==> src/rtl/clk_rst_seq.sv <==
// Reset sequencer behind the board PLL: waits for a stable lock, releases reset
// domains in ascending order, and strobes the fractional-rate tick once running.
module clk_rst_seq #(
  parameter int NUM_DOMAINS        = 3,
  parameter int LOCK_STABLE_CYCLES = 1024,
  parameter int RELEASE_GAP        = 16,
  parameter int DEBOUNCE_CYCLES    = 65536,
  parameter int CLK_FRAC_RATE      = 5,
  parameter int SYNC_STAGES        = 2
) (
  input  logic                   clk_i,
  input  logic                   rst_i,
  input  logic                   pll_lock_i,
  input  logic                   btn_ni,
  output logic [NUM_DOMAINS-1:0] rst_o,
  output logic                   ready_o,
  output logic                   tick_o,
  output logic [1:0]             state_o
);
  localparam int ST_W   = (LOCK_STABLE_CYCLES > 1) ? $clog2(LOCK_STABLE_CYCLES) : 1;
  localparam int GAP_W  = (RELEASE_GAP > 1) ? $clog2(RELEASE_GAP) : 1;
  localparam int CNT_W  = (ST_W > GAP_W) ? ST_W : GAP_W;
  localparam int IDX_W  = (NUM_DOMAINS > 1) ? $clog2(NUM_DOMAINS) : 1;
  // The debounce counter has to hold its saturation value itself.
  localparam int DB_W   = $clog2(DEBOUNCE_CYCLES + 1);
  localparam int TICK_W = (CLK_FRAC_RATE > 1) ? $clog2(CLK_FRAC_RATE) : 1;

  typedef enum logic [1:0] {
    WAIT_LOCK = 2'd0,
    STABLE    = 2'd1,
    RELEASE   = 2'd2,
    RUN       = 2'd3
  } state_t;

  logic [SYNC_STAGES-1:0] lock_sync;
  logic [SYNC_STAGES-1:0] btn_sync;
  logic [DB_W-1:0]        db_cnt;
  logic [CNT_W-1:0]       cnt;
  logic [IDX_W-1:0]       idx;
  logic [TICK_W-1:0]      tick_cnt;
  state_t                 state;
  logic                   lock_s;
  logic                   btn_s;
  logic                   pressed;
  logic                   fault;

  assign lock_s  = lock_sync[SYNC_STAGES-1];
  assign btn_s   = btn_sync[SYNC_STAGES-1];
  assign pressed = (db_cnt == DB_W'(DEBOUNCE_CYCLES));
  assign fault   = !lock_s || pressed;
  assign state_o = state;

  // Button chain resets to the idle (high) level so reset never looks like a press.
  always_ff @(posedge clk_i or posedge rst_i) begin
    if (rst_i) begin
      lock_sync <= '0;
      btn_sync  <= '1;
      db_cnt    <= '0;
    end else begin
      lock_sync <= {lock_sync[SYNC_STAGES-2:0], pll_lock_i};
      btn_sync  <= {btn_sync[SYNC_STAGES-2:0], btn_ni};
      if (btn_s)
        db_cnt <= '0;
      else if (!pressed)
        db_cnt <= db_cnt + DB_W'(1);
    end
  end

  always_ff @(posedge clk_i or posedge rst_i) begin
    if (rst_i) begin
      state    <= WAIT_LOCK;
      cnt      <= '0;
      idx      <= '0;
      tick_cnt <= '0;
      rst_o    <= '1;
      ready_o  <= 1'b0;
      tick_o   <= 1'b0;
    end else if (fault) begin
      state    <= WAIT_LOCK;
      cnt      <= '0;
      idx      <= '0;
      tick_cnt <= '0;
      rst_o    <= '1;
      ready_o  <= 1'b0;
      tick_o   <= 1'b0;
    end else begin
      case (state)
        WAIT_LOCK: begin
          state <= STABLE;
          cnt   <= '0;
          idx   <= '0;
        end
        STABLE: begin
          if (cnt == CNT_W'(LOCK_STABLE_CYCLES - 1)) begin
            state <= RELEASE;
            cnt   <= '0;
            idx   <= '0;
          end else begin
            cnt <= cnt + CNT_W'(1);
          end
        end
        RELEASE: begin
          if (cnt == CNT_W'(RELEASE_GAP - 1)) begin
            // Domains release bottom-up, so shifting keeps the ones-above-zeros shape.
            rst_o <= rst_o << 1;
            cnt   <= '0;
            if (idx == IDX_W'(NUM_DOMAINS - 1)) begin
              state    <= RUN;
              ready_o  <= 1'b1;
              tick_cnt <= '0;
              tick_o   <= (CLK_FRAC_RATE == 1);
            end else begin
              idx <= idx + IDX_W'(1);
            end
          end else begin
            cnt <= cnt + CNT_W'(1);
          end
        end
        RUN: begin
          if (tick_cnt == TICK_W'(CLK_FRAC_RATE - 1)) begin
            tick_cnt <= '0;
            tick_o   <= 1'b1;
          end else begin
            tick_cnt <= tick_cnt + TICK_W'(1);
            tick_o   <= 1'b0;
          end
        end
        default: state <= WAIT_LOCK;
      endcase
    end
  end
endmodule

==> config.mk <==
export PLATFORM = sky130hd
export DESIGN_NAME = clk_rst_seq
export DESIGN_NICKNAME = d
export VERILOG_FILES = /design/src/rtl/clk_rst_seq.sv
export SDC_FILE = /design/constraint.sdc
export NUM_CORES = 1
export LEC_CHECK = 0
export BUFFER_PORTS_ARGS = -buffer_cell sky130_fd_sc_hd__buf_2
export CORE_MARGIN = 4
export CORE_UTILIZATION = 57
export DETAILED_ROUTE_END_ITERATION = 8
export PLACE_DENSITY = 0.86
export SLEW_MARGIN = 10
export SYNTH_ARGS = -nofsm -noshare
export SYNTH_HDL_FRONTEND = slang
export SYNTH_SLANG_ARGS = --single-unit
==> constraint.sdc <==
create_clock -name clk_i -period 2.7 [get_ports clk_i]
set_input_delay 0 -clock clk_i [delete_from_list [all_inputs] [get_ports clk_i]]
set_output_delay 0 -clock clk_i [all_outputs]
set_load 0.02 [all_outputs]
== Word level (Yosys, flattened, before mapping) ==
Index checks and enable logic that the tools add are counted.

* Memories: 0
* Input port bits: 4
* Bits in writable memories: 0
* Flip-flop bits (word level): 43
* Word-level logic and storage cells: 73
* Bits in read-only memories: 0
* Latch bits: 0

* Equality and inequality tests: 13
* Reduce and logical (&&, ||, !) cells: 13
* Bitwise operators: 0
* Add/subtract/negate cells: 4
* Multiply operators: 0
* Mux-type cells: 33
* $lt $le $gt $ge: 0
* Shift operators: 0
* Divide/modulo/power cells: 0

{| class="wikitable"
|+ Operators with widths
! operator !! count
|-
| 2-to-1 mux 17 bit || 2
|-
| 2-to-1 mux 10 bit || 3
|-
| case mux 10 bit (3 select lines) || 1
|-
| 2-to-1 mux 3 bit || 7
|-
| adder 17 x 1 -> 17 bit (second input constant) || 1
|-
| equality test 17 bit (second input constant) || 1
|-
| 2-to-1 mux 2 bit || 8
|-
| inequality test 3 bit (second input constant) || 4
|-
| case mux 2 bit (3 select lines) || 2
|-
| adder 10 x 1 -> 10 bit (second input constant) || 1
|-
| equality test 10 bit (second input constant) || 1
|-
| equality test 10 x 4 -> 1 bit (second input constant) || 1
|-
| 2-to-1 mux 1 bit || 8
|-
| AND reduction 4 bit || 2
|-
| equality test 2 bit (second input constant) || 3
|-
| case mux 3 bit (2 select lines) || 1
|-
| AND reduction 3 bit || 2
|-
| nonzero test 2 bit || 3
|-
| nonzero test 4 bit || 1
|-
| adder 3 x 1 -> 3 bit (second input constant) || 1
|-
| equality test 3 bit (second input constant) || 1
|-
| nonzero test 3 bit || 1
|-
| adder 2 x 1 -> 2 bit (second input constant) || 1
|-
| equality test 2 x 1 -> 1 bit (second input constant) || 1
|-
| other kinds (6) || 6
|}

== Longest topological paths before layout ==
* Depth after elaboration: 5
* Depth in mapped cells: 8

== Worst setup path before layout ==
OpenSTA, ideal clock, no wires.

* Path type: register to register
* Start: register state[0] (netlist: state_o[0])
* End: register cnt[7]
* Buffers on the path: 1
* Library setup time: 0.079 ns
* Arrival: 2.040 ns
* Cell stages (with the launch flop): 8
* Setup slack: 0.581 ns
* Data required time: 2.621 ns
* Period minus slack after synthesis: 2.119 ns
* Path through: dfrtp_1 -> inv_1 -> ha_1 -> buf_2 -> nor3_1 -> a31oi_1 -> a31o_1 -> a21oi_1

* Longest elaborated chain between the ends: 3
* Elaborated cells between the ends (all ways): 6

{| class="wikitable"
|+ RTL lines
! element !! line !! text
|-
| from (decl) || 41 || <nowiki>state_t state;</nowiki>
|-
| from (signal assigned) || 71 || <nowiki>state <= WAIT_LOCK;</nowiki>
|-
| from (signal assigned) || 79 || <nowiki>state <= WAIT_LOCK;</nowiki>
|-
| from (signal assigned) || 89 || <nowiki>state <= STABLE;</nowiki>
|-
| equality test 2 bit, or another cell as far along || 87 || <nowiki>case (state)</nowiki>
|-
| case mux 10 bit (3 select lines) || 87 ||
|-
| 2-to-1 mux 10 bit || 78 || <nowiki>end else if (fault) begin</nowiki>
|-
| to (signal assigned) || 99 || <nowiki>cnt <= cnt + CNT_W'(1);</nowiki>
|-
| to (signal assigned) || 116 || <nowiki>cnt <= cnt + CNT_W'(1);</nowiki>
|-
| to (decl) || 38 || <nowiki>logic [CNT_W-1:0] cnt;</nowiki>
|}

Parallel ways exist; a longest one is shown, timed or not.
A chain may end at the register's enable or synchronous reset.

== Worst setup path after layout ==
* Start: register db_cnt[1]
* End: register cnt[7]

* Longest elaborated chain between the ends: 3
* Elaborated cells between the ends (all ways): 4

{| class="wikitable"
|+ RTL lines
! element !! line !! text
|-
| from (decl) || 37 || <nowiki>logic [DB_W-1:0] db_cnt;</nowiki>
|-
| from (signal assigned) || 65 || <nowiki>db_cnt <= db_cnt + DB_W'(1);</nowiki>
|-
| equality test 17 bit * || 49 || <nowiki>assign pressed = (db_cnt == DB_W'(DEBOUNCE_CYCLES));</nowiki>
|-
| logical OR 1 bit * || 50 || <nowiki>assign fault = !lock_s || pressed;</nowiki>
|-
| nonzero test 4 bit (no source line) / 2-to-1 mux 10 bit (equally long branches) || - ||
|}

Every way passes the cells marked *; elsewhere a longest branch is shown, timed or not.

==> summary.txt <==
Outcome
  – Outcome: finished, final reports clean

Route
  – Final ANT Viol Nets: 0
  – Via count: 1776
  – Wirelength per Cell: about 14 µm
  – Drt total wl: between 4 and 5 mm
  – First-pass DRT Iterations: 4
  – Drc violations: 0
  – Iter 0 DRT Violations: 91
  – Vias per cell: 5.881

STA
  – Crit path time final: 2.275 ns
  – Final Hold Viols: 0
  – Endpoints failing setup: 0
  – Unrepaired setup endpoints after global routing: no
  – Clk_skew: around 0.011 ns
  – Max frequency: roughly 440 MHz
  – Slew headroom: 0.5970
  – Accumulated negative setup slack: 0 ns
  – Pins Over Slew Limit: 0
  – Worst-margin pin slew: 0.6039 ns
  – Crit share post-route: 0.8426

Power
  – Lkg Pwr: about 0.0011 µW
  – Overall power: 1492 µW
  – Worst VDD drop: 0.4772 mV
  – Pwr Density: a little under 600 nW/µm²

Logic synthesis
  – Post-synthesis sequential area ratio: 0.4755
  – Yosys warns: 0
  – Compound-cell area share of the yosys netlist: 0.1045
  – #FFs+latches synth: 43
  – Mapped Avg Cell Area: 9.644 µm²
  – Top FF cell, synth: dfrtp_1
  – Mux contribution to synthesized area: 0.01814
  – Ys async rst share: 1.000
  – Largest family of logic cells by synthesized area: simple AND/OR/NAND/NOR gates
  – Syn Nets: 250
  – Synthesized cell area: 2276 µm²
  – Number of enable flip-flop cells after synthesis: 0
  – Post-Synth Simple-Gate Area: 0.2496
  – Post-Synth XOR/XNOR Area: 0.06542
  – Distinct cells, synth: 47
  – Synth Area in Adders: 0.05498
  – Post-synthesis cell count: 236

Final layout
  – Share of layout cells above drive strength 1: 0.1299
  – Antenna fix cells: 0
  – FILL cells: 304
  – Layout Cells excl Fill: just over 300
  – P&R area growth vs syn: 11.05%
  – Nets: 267
  – Reg area: 1082 µm²
  – Area of the multi-input gates: 1121 µm²
  – Fin util: 0.6702
  – Design Area, Final: about 2500 µm²

Worst setup path
  – Crit Path Category: register to register
  – R2R cell count: 7
  – Reg-to-reg slack, setup: 0.42 ns
  – Crit end category: register
  – R2R Path End: cnt[7]$_DFFE_PP0P_
  – Crit path DAT: 2.50 ns
  – Worst setup path endpoint: cnt[7]$_DFFE_PP0P_
  – Crit Path Max Fanout: 9
  – Worst endpoint required time: between 2 and 3 ns
  – Worst setup path start: db_cnt[1]$_DFFE_PP0P_
  – R2R Path Start: db_cnt[1]$_DFFE_PP0P_
  – Setup crit start kind: register

Placed design
  – GP Congestion: 0.8333
  – Placed cell areas: roughly 2400 µm²
  – Total placed cells including tap cells: 291
  – # port buffers: 10
  – DP HPWL: 3.056 mm

Global routing
  – Grt ovf: 0
  – Largest net degree at the start of global routing: 29
  – Initial antenna violation count: 0
  – Global Route Usage Sum: 0.1801
  – Vias in the first global route: 1623
  – First-pass GRT wire length: 7.293 mm

Clock network
  – Clock sinks: 43
  – Clk_lat worst skew: 0.31 ns
  – CTS Root Cell: clkbuf_8
  – TritonCTS clock tree: built
  – Worst-path clk slew: 0.09 ns
  – CTS resizes: 0
  – Post-CTS Setup Repair Bufs: 0
  – Max Root-Sink Buffers: 2
  – CTS Buf Count: 5
  – Hold-fix buffers, CTS: 3
  – H-tree depth: 2

Floorplan
  – Die height: 71.19 µm
  – Width of the die: 71.19 µm
  – DIE AREA: between 5000 and 6000 µm²
  – Initial Util: 0.6035
  – Core ar.: 3771 µm²
  – FP Rows: 22
  – I/O pin count: 11

Worst hold path
  – Hold Crit Class: input port to asynchronous set/reset pin

Flow run
  – Number of max-cap violations: 0
layer usage:
metal,track usage,share of wire
met5,0,0
met4,0.04802,0.016
met3,0.04688,0.036
met2,0.2714,0.44
met1,0.2577,0.51
worst min-delay path by stage:
| stage | startpoint | to | slack, ns |
|---|---|---|---|
| finish | rst_i | db_cnt[8]$_DFFE_PP0P_ | 0.31 |
| global route | btn_ni | btn_sync[0]$_DFF_PP1_ | 0.35 |
| CTS | rst_i | db_cnt[8]$_DFFE_PP0P_ | 0.31 |
| detailed placement | rst_i | lock_sync[0]$_DFF_PP0_ | 0.1 |
| global placement | rst_i | lock_sync[0]$_DFF_PP0_ | 0.09 |
| floorplan | btn_ni | btn_sync[0]$_DFF_PP1_ | 0.004 |
report_power, final:
group | leakage (µW) | internal (µW) | total, µW | switching, µW
combinational | 0.000457 | 105 | 278 | 174
sequential | 0.000575 | 666 | 694 | 27.9
clock | 0.0000587 | 280 | 520 | 239
logic make-up (layout without fill, tap and decap cells):
group	after synthesis	count (layout)
simple gates	109	109
mux	4	4
compound gates	34	34
fa+ha+maj	10	10
buf+inv	19	37
flops	43	43
xor+xnor	17	17
sequential cells by signal, summed over array words and instances (netlist names):
register / flops
idx: 2
ready_o: 1
db_cnt: 17
btn_sync: 2
tick_cnt: 3
lock_sync: 2
tick_o: 1
rst_o: 3
state_o: 2
cnt: 10
through the flow:
stage,setup WS (ns),hold slack [ns]
finish,0.4250,0.3054
global route,0.2105,0.3499
CTS,0.4087,0.3124
detailed placement,0.4771,0.09750
global placement,0.5999,0.09339
floorplan,0.5814,0.004478
cell type report:
class,instances,share of cell area
tap,48,0.02376
multi-input combinational,174,0.4436
timing repair buffer,15,0.03762
clock inverter,3,0.01881
clock buffer,5,0.02723
inverter,14,0.02079
sequential,43,0.4282
layout by cell type (no fill, tap or decap), drive strengths merged, types with 2 or more instances in the layout:
master and n:
xnor2 9, nor4 4, o41ai 2, nand4 6, mux2i 3, nand2 23, nand3b 3, dfstp 5
and4 2, nand3 19, and3 6, o21ai 6, or2 2, nor2 26, clkbuf 5, dfrtp 38
a31o 2, ha 10, buf 12, a21oi 13, or3 2, inv 15, a31oi 4, or4 3
nor3 6, xor2 8, dlygate4sd3 3, nor2b 2
cells in the mapped netlist (2+ instances only):
| cell type | n | area share |
|---|---|---|
| nand3b_1 | 3 | 0.0099 |
| or2_2 | 2 | 0.0055 |
| o21ai_0 | 3 | 0.0066 |
| nor4_1 | 4 | 0.011 |
| clkbuf_1 | 4 | 0.0066 |
| ha_1 | 10 | 0.055 |
| dfrtp_1 | 38 | 0.42 |
| inv_1 | 14 | 0.023 |
| nor3_1 | 5 | 0.011 |
| mux2i_1 | 3 | 0.013 |
| nand3_1 | 19 | 0.042 |
| nor2_1 | 26 | 0.043 |
| and4_1 | 2 | 0.0077 |
| or4_1 | 2 | 0.0066 |
| a21oi_1 | 12 | 0.026 |
| xnor2_1 | 9 | 0.035 |
| and3_1 | 6 | 0.016 |
| nand4_1 | 6 | 0.016 |
| or3_1 | 2 | 0.0055 |
| nand2_1 | 22 | 0.036 |
| dfstp_2 | 5 | 0.058 |
| a31o_1 | 2 | 0.0077 |
| a31oi_1 | 3 | 0.0082 |
| o21ai_1 | 3 | 0.0066 |
| xor2_1 | 8 | 0.031 |
| nor2b_1 | 2 | 0.0055 |
worst max-delay path, stage by stage (launching register included):
cell and delay (ns):
dfrtp_1 0.44, inv_1 0.12, ha_1 0.15, nor4bb_1 0.25
nand4_1 0.35, a31oi_1 0.55, nand4_1 0.17, a21oi_1 0.17
No activity file was read; power rests on OpenSTA's default activity.
